### src/rtl/reg_wb_arbiter.sv
// Round-robin arbiter that shares one register-file write port between two
// write-back requesters. Each requester feeds a small FIFO. Define FWD_EN to add the forwarding lookup ports.
module reg_wb_arbiter #(
    parameter int DEPTH = 2,
    parameter int AW    = 5,
    parameter int DW    = 32
) (
    input  logic          clk_i,
    input  logic          rst_n,
    input  logic          req0_valid_i,
    input  logic [AW-1:0] req0_addr_i,
    input  logic [DW-1:0] req0_data_i,
    output logic          req0_ready_o,
    input  logic          req1_valid_i,
    input  logic [AW-1:0] req1_addr_i,
    input  logic [DW-1:0] req1_data_i,
    output logic          req1_ready_o,
    output logic          RegWrite_o,
    output logic [AW-1:0] RDaddr_o,
    output logic [DW-1:0] RDdata_o,
    output logic          busy_o
`ifdef FWD_EN
    ,
    input  logic [AW-1:0] fwd_addr_i,
    output logic          fwd_hit_o,
    output logic [DW-1:0] fwd_data_o
`endif
);

    localparam int PW = $clog2(DEPTH);
    localparam int CW = PW + 1;

    logic [AW-1:0] q_addr [2][DEPTH];
    logic [DW-1:0] q_data [2][DEPTH];
    logic [PW-1:0] wp     [2];
    logic [PW-1:0] rp     [2];
    logic [CW-1:0] cnt    [2];

    logic [AW-1:0] in_addr [2];
    logic [DW-1:0] in_data [2];
    logic [1:0]    in_valid;
    logic [1:0]    ready;
    logic [1:0]    nonempty;
    logic [1:0]    push;
    logic [1:0]    grant;
    logic          rr;
    logic [AW-1:0] head_addr;
    logic [DW-1:0] head_data;

    // NOTE: every signal written here gets a value on every path, so no latch is inferred.
    always_comb begin
        in_valid   = {req1_valid_i, req0_valid_i};
        in_addr[0] = req0_addr_i;
        in_addr[1] = req1_addr_i;
        in_data[0] = req0_data_i;
        in_data[1] = req1_data_i;
        for (int r = 0; r < 2; r++) begin
            ready[r]    = (cnt[r] != CW'(DEPTH));
            nonempty[r] = (cnt[r] != '0);
        end
        push = in_valid & ready;
    end

    always_comb begin
        if (nonempty == 2'b11) begin
            grant = rr ? 2'b10 : 2'b01;
        end else begin
            grant = nonempty;
        end
        head_addr = grant[1] ? q_addr[1][rp[1]] : q_addr[0][rp[0]];
        head_data = grant[1] ? q_data[1][rp[1]] : q_data[0][rp[0]];
    end

    assign req0_ready_o = ready[0];
    assign req1_ready_o = ready[1];
    assign busy_o       = (|nonempty) | RegWrite_o;

    // NOTE: FIFO storage is deliberately not reset; validity comes from the reset pointers and counts.
    always_ff @(posedge clk_i) begin
        for (int r = 0; r < 2; r++) begin
            if (push[r]) begin
                q_addr[r][wp[r]] <= in_addr[r];
                q_data[r][wp[r]] <= in_data[r];
            end
        end
    end

    always_ff @(posedge clk_i or negedge rst_n) begin
        if (!rst_n) begin
            for (int r = 0; r < 2; r++) begin
                wp[r]  <= '0;
                rp[r]  <= '0;
                cnt[r] <= '0;
            end
            rr         <= 1'b0;
            RegWrite_o <= 1'b0;
            RDaddr_o   <= '0;
            RDdata_o   <= '0;
        end else begin
            for (int r = 0; r < 2; r++) begin
                if (push[r]) wp[r] <= wp[r] + PW'(1);
                if (grant[r]) rp[r] <= rp[r] + PW'(1);
                if (push[r] && !grant[r]) begin
                    cnt[r] <= cnt[r] + CW'(1);
                end else if (!push[r] && grant[r]) begin
                    cnt[r] <= cnt[r] - CW'(1);
                end
            end
            if (|grant) begin
                // Point rr at the requester that was not served.
                rr         <= grant[0];
                RDaddr_o   <= head_addr;
                RDdata_o   <= head_data;
                RegWrite_o <= (head_addr != '0);
            end else begin
                RegWrite_o <= 1'b0;
            end
        end
    end

`ifdef FWD_EN
    // Scan lowest priority first so later matches override: output stage,
    // then req1 oldest..newest, then req0 oldest..newest.
    always_comb begin
        logic [PW-1:0] idx;
        idx        = '0;
        fwd_hit_o  = 1'b0;
        fwd_data_o = '0;
        if (fwd_addr_i != '0) begin
            if (RegWrite_o && (RDaddr_o == fwd_addr_i)) begin
                fwd_hit_o  = 1'b1;
                fwd_data_o = RDdata_o;
            end
            for (int r = 1; r >= 0; r--) begin
                for (int i = DEPTH - 1; i >= 0; i--) begin
                    idx = wp[r] - PW'(i + 1);
                    if ((CW'(i) < cnt[r]) && (q_addr[r][idx] == fwd_addr_i)) begin
                        fwd_hit_o  = 1'b1;
                        fwd_data_o = q_data[r][idx];
                    end
                end
            end
        end
    end
`else
    // Without forwarding, FIFO contents are only ever read at the head.
`endif

endmodule

### config.mk
export PLATFORM = sky130hd
export DESIGN_NAME = reg_wb_arbiter
export DESIGN_NICKNAME = d
export VERILOG_FILES = /design/src/rtl/reg_wb_arbiter.sv
export SDC_FILE = /design/constraint.sdc
export NUM_CORES = 1
export LEC_CHECK = 0
export ABC_AREA = 1
export CORE_ASPECT_RATIO = 1.4
export CORE_MARGIN = 1.5
export CORE_UTILIZATION = 55
export DETAILED_ROUTE_END_ITERATION = 12
export PLACE_DENSITY = 0.82
export SYNTH_ARGS = -nofsm -noshare
export SYNTH_HDL_FRONTEND = slang
export SYNTH_SLANG_ARGS = --single-unit
export TNS_END_PERCENT = 30
### constraint.sdc
create_clock -name clk_i -period 5.46 [get_ports clk_i]
set_input_delay 0.819 -clock clk_i [delete_from_list [all_inputs] [get_ports clk_i]]
set_output_delay 0.819 -clock clk_i [all_outputs]
set_load 0.02 [all_outputs]
Word-level counts from Yosys, hierarchy flattened
Memory sizes are Yosys's and may differ from the RTL's. Index checks and enable logic that the tools add are counted.

Add/sub/neg operators: 8. $lt $le $gt $ge: 6. Equal/unequal tests: 3. Muxes and demuxes: 35. Bitwise gates (word level): 6. Reductions and logical operators: 17.

Operators by type and width (number): $mux 32 (9); $mux 64 (2); $demux 32 s1 (2); $mux 5 (9); $mux 10 (2); $mux 2 (6); $demux 5 s1 (2); $ge 2x2->1 const B (4); $not 1->2 (4); $reduce_bool 2->1 (4); $logic_and 1x1->1 (6); $reduce_bool 5->1 (1); $add 1x1->1 const B (4); $add 2x1->2 const B (2); $logic_not 1->1 (4); $lt 2x1->1 const B (2); $ne 2x2->1 const B (2); $reduce_or 2->1 (2); $sub 2x1->2 const B (2); $mux 1 (3); $and 2x2->2 (1); $eq 2x2->1 const B (1); $or 1x1->1 (1).

Register bits: 47. RAM bits: 148. Input port bits: 78. Logic and storage cells: 87. Memories kept: 2.

Memories: q_data (depth 2, bits a word 64, rd ports 2, clocked after memory_dff 0, wr ports 2, RTL line 34) `logic [DW-1:0] q_data [2][DEPTH];`; q_addr (depth 2, bits a word 10, rd ports 2, clocked after memory_dff 0, wr ports 2, RTL line 33) `logic [AW-1:0] q_addr [2][DEPTH];`.

Longest topological paths before layout
Word-level depth: 7. Gate-level depth with buffers: 9.

Least setup slack after synthesis
OpenSTA, ideal clock, no wires.

Path kind: input-to-reg. Start: input req0_valid_i. End: memory q_addr[0][0] in the netlist's numbering, enable pin. Library setup time: 433 ps. Arrival time: 2497 ps. Path slack: 2531 ps. Stages on the path: 2. Buffers on the path: 0. Cell sequence: nand2_1 -> nor2_1.

RTL lines: start, declared (RTL line 10) `input logic req0_valid_i,`; end, declared (RTL line 33).

Worst setup path after layout
Start: register cnt[2] in the netlist's numbering. End: output busy_o.

Word-level cells in the longest chain between the ends: 3.

Ends and longest elaborated chain: start, declared (RTL line 37) `logic [CW-1:0] cnt [2];`; start signal, assigned by index (RTL line 104) `cnt[r] <= cnt[r] + CW'(1);`; start signal, assigned by index (RTL line 106) `cnt[r] <= cnt[r] - CW'(1);`; $reduce_bool 2->1 (RTL line 59) `nonempty[r] = (cnt[r] != '0);`; $reduce_or 2->1 (RTL line 76) `assign busy_o = (|nonempty) | RegWrite_o;`; $or 1x1->1 (RTL line 76); end, declared (RTL line 21) `output logic busy_o`.

No other way between the ends.

==> metrics <==
run status finished clean; Final period util 0.761; Final Critical Period 4.15 ns; Die Span Y 141 um; Sw Share 0.374; critical path class reg -> out; pre-CTS WS 1.73 ns; count of non-filler cells in the finished layout between 900 and 1000; post-synth top area cell edfxtp_1; Power Dens Cells 587 nW/um2; final hold vios 0; Routability Congestion 0.812; Root Buffer clkbuf_16; Post-synth EDFFs 148; Worst Hold Path Cells 2; DR WL/cell 18.1 um; Synth Register Bits slightly below 200; DRC violations left 0; DR pass1 iterations 5; R2R Path End RDdata_o[3]; post-CTS sizing 0; Worst Min Path Start RDdata_o[1]; clk_lat worst skew 0.43 ns; Core Region between 10000 and 15000 um2; fmax 241 MHz; largest net degree at the start of global routing 48; DIE WIDTH 102 um; Synth Area per Inst between 10 and 15 um2; Sw Pwr 0.00206 W; top cells by area, synth edfxtp_1, dfrtp_1, nor2_1, nand2_1, o21ai_0; Int Pwr 0.00344 W; Crit path arrival time between 3 and 4 ns; Synth cell types 28; Rows 50; headroom to the max-slew limit 0.225; Sequential Power Share 0.416; share of post-route cells with drive strength above 1 0.0744; vias post-DR ~5000; startpoint types flip-flop; final clock skew 0.00560 ns; P&R area growth vs syn 24.6%; Seq/Total Area, Yosys 0.748; Port Buf Inserts 118; post-layout util 0.699; Crit. End Element primary output; R2R setup slack around 3 ns; worst slew pin tran 1.16 ns; asr flop ratio synth 0.241; setup TNS 0 ns; Post-Synthesis Cells around 600; vias in the first global route 5317; CTS tree yes; R2R depth 6; synth warn 0; RSZ-0062 raised after global routing false; Syn Nets between 600 and 700; Top Ports 119; postcts setup bufs 0; worst path required time 4.64 ns; Leak 3.49 nW; VDD IR max 0.000350 V; CTS sink cnt around 200; Post-DP HPWL between 10000 and 15000 um; Die ar. 14400 um2; DRT Wirelength 16700 um; Starting Density 0.561; Iteration-0 DRC Markers 435; global-route wire length before repair 26300 um; DRT antenna net count 0; antenna diode count 0; Max Cap Viol 0; Reg area 5620 um2; initial antenna violation count 0; RR Startpoint cnt[2]; area of the multi-input gates 1690 um2; GRT overflow 0; Syn Std Cell Area 7510 um2; Inst Count DP 889; clock network fraction of design power 0.210; Crit Path Max Fanout 44; Setup WS post-layout approximately 1.3 ns; filler instances 942; Power Total 0.00549 W; clock buffer depth 2; clock-pin slew on the worst setup and hold paths ~0.070 ns; final setup fails 0; CTS H-tree lvls 4; vias per cell 5.48; ys flop type edfxtp_1; # hold bufs at CTS 0; Combinational Power Share 0.374; layout net count 806; Hold Path Sink RDdata_o[1]; area share of the largest cell type after synthesis 0.592; clock buffer count from CTS 17; total track usage 0.248; Min-Delay Path Class reg -> reg; Slew Limit Fails 0
## power groups by stage
stage | clock network, W | logic [W] | registers [W]
6_report | 0.00115 | 0.00205 | 0.00228
5_1_grt | 0.00122 | 0.00227 | 0.00232
4_1_cts | 0.00117 | 0.00206 | 0.00228
3_5_place_dp | 0 | 0.00203 | 0.00230
3_3_place_gp | 0 | 0.00192 | 0.00229
2_1_floorplan | 0 | 0.00116 | 0.00244
## layout by cell type, fill, tap and decap left out
cell             instances
o21ai_2                  9
inv_1                   16
nor2_2                   1
nand2_4                  1
edfxtp_1               148
nand2_2                  1
nand4_1                  1
clkinvlp_4               5
nor2_1                 136
o21ai_4                  1
ha_1                     2
clkdlybuf4s50_1        117
clkinv_1                 2
bufinv_16                1
inv_2                    5
nand2_1                 96
buf_2                    1
nor2_4                   5
inv_6                    1
buf_4                    2
clkbuf_1                 3
o21ai_0                 58
a21oi_1                  2
dfrtp_1                 47
xor2_1                   3
or2_1                    1
clkinv_4                 3
or2_2                    2
xnor2_1                  3
clkbuf_16               17
o21ai_1                 13
nand3_1                 36
## synthesized netlist by cell type (3+ instances only)
library cell and n:
edfxtp_1 148, o21ai_1 13, dfrtp_1 47, xor2_1 3, o21ai_0 58, o21ai_2 9
buf_2 15, inv_2 5, nand3_1 36, xnor2_1 3, nor2_1 140, clkbuf_1 8
nand2_1 96, inv_1 16
## worst max-delay path by stage
stage | startpoint | end | slack [ns] | cells after the start
after floorplan | req0_valid_i | q_addr[0][0] | 2.53 | 2
after global placement | cnt[2] | busy_o | 1.87 | 6
after detailed placement | cnt[2] | busy_o | 1.73 | 6
after CTS | cnt[2] | busy_o | 1.26 | 6
after global routing | cnt[2] | busy_o | 1.08 | 6
final | cnt[2] | busy_o | 1.31 | 6
## logic make-up after synthesis
logic type | synth area share
simple gates | 0.150
flops | 0.748
compound gates | 0.0613
buf+inv | 0.0305
xor+xnor | 0.00700
fa+ha+maj | 0.00333
## through the flow
| step | area [um2] | hold WS [ns] |
|---|---|---|
| after global placement | 8810 | 0.462 |
| after floorplan | 7510 | 0.485 |
| after global routing | 9360 | 0.501 |
| after detailed placement | 8810 | 0.464 |
| after CTS | 9360 | 0.482 |
| final | 9360 | 0.477 |
## flip-flops by register name (all words and copies together) (netlist names)
| name | count |
|---|---|
| q_data | 128 |
| RDdata_o | 32 |
| q_addr | 20 |
| RDaddr_o | 5 |
| cnt | 4 |
| rp | 2 |
| wp | 2 |
| RegWrite_o | 1 |
| rr | 1 |
## layout make-up
class / instances / share of cell area
sequential: 195 / 0.601
multi-input combinational: 371 / 0.181
timing repair buffer: 120 / 0.127
clock buffer: 20 / 0.0467
tap: 182 / 0.0243
clock inverter: 12 / 0.0118
inverter: 21 / 0.00842
## worst max-delay path, stage by stage, from the launching register on
cell	delay [ns]
dfrtp_1	0.43
inv_1	0.15
nand2_2	0.09
nor2_4	0.78
inv_2	0.55
or2_1	0.35
clkdlybuf4s50_1	0.53
## per-layer routing
layer / track usage / up-vias / share of wire
li1: - / 2309 / -
met1: 0.284 / 2449 / 0.37
met2: 0.434 / 242 / 0.53
met3: 0.0458 / 44 / 0.068
met4: 0.139 / 0 / 0.035
met5: 0 / - / 0
(Power assumes the default switching activity.)
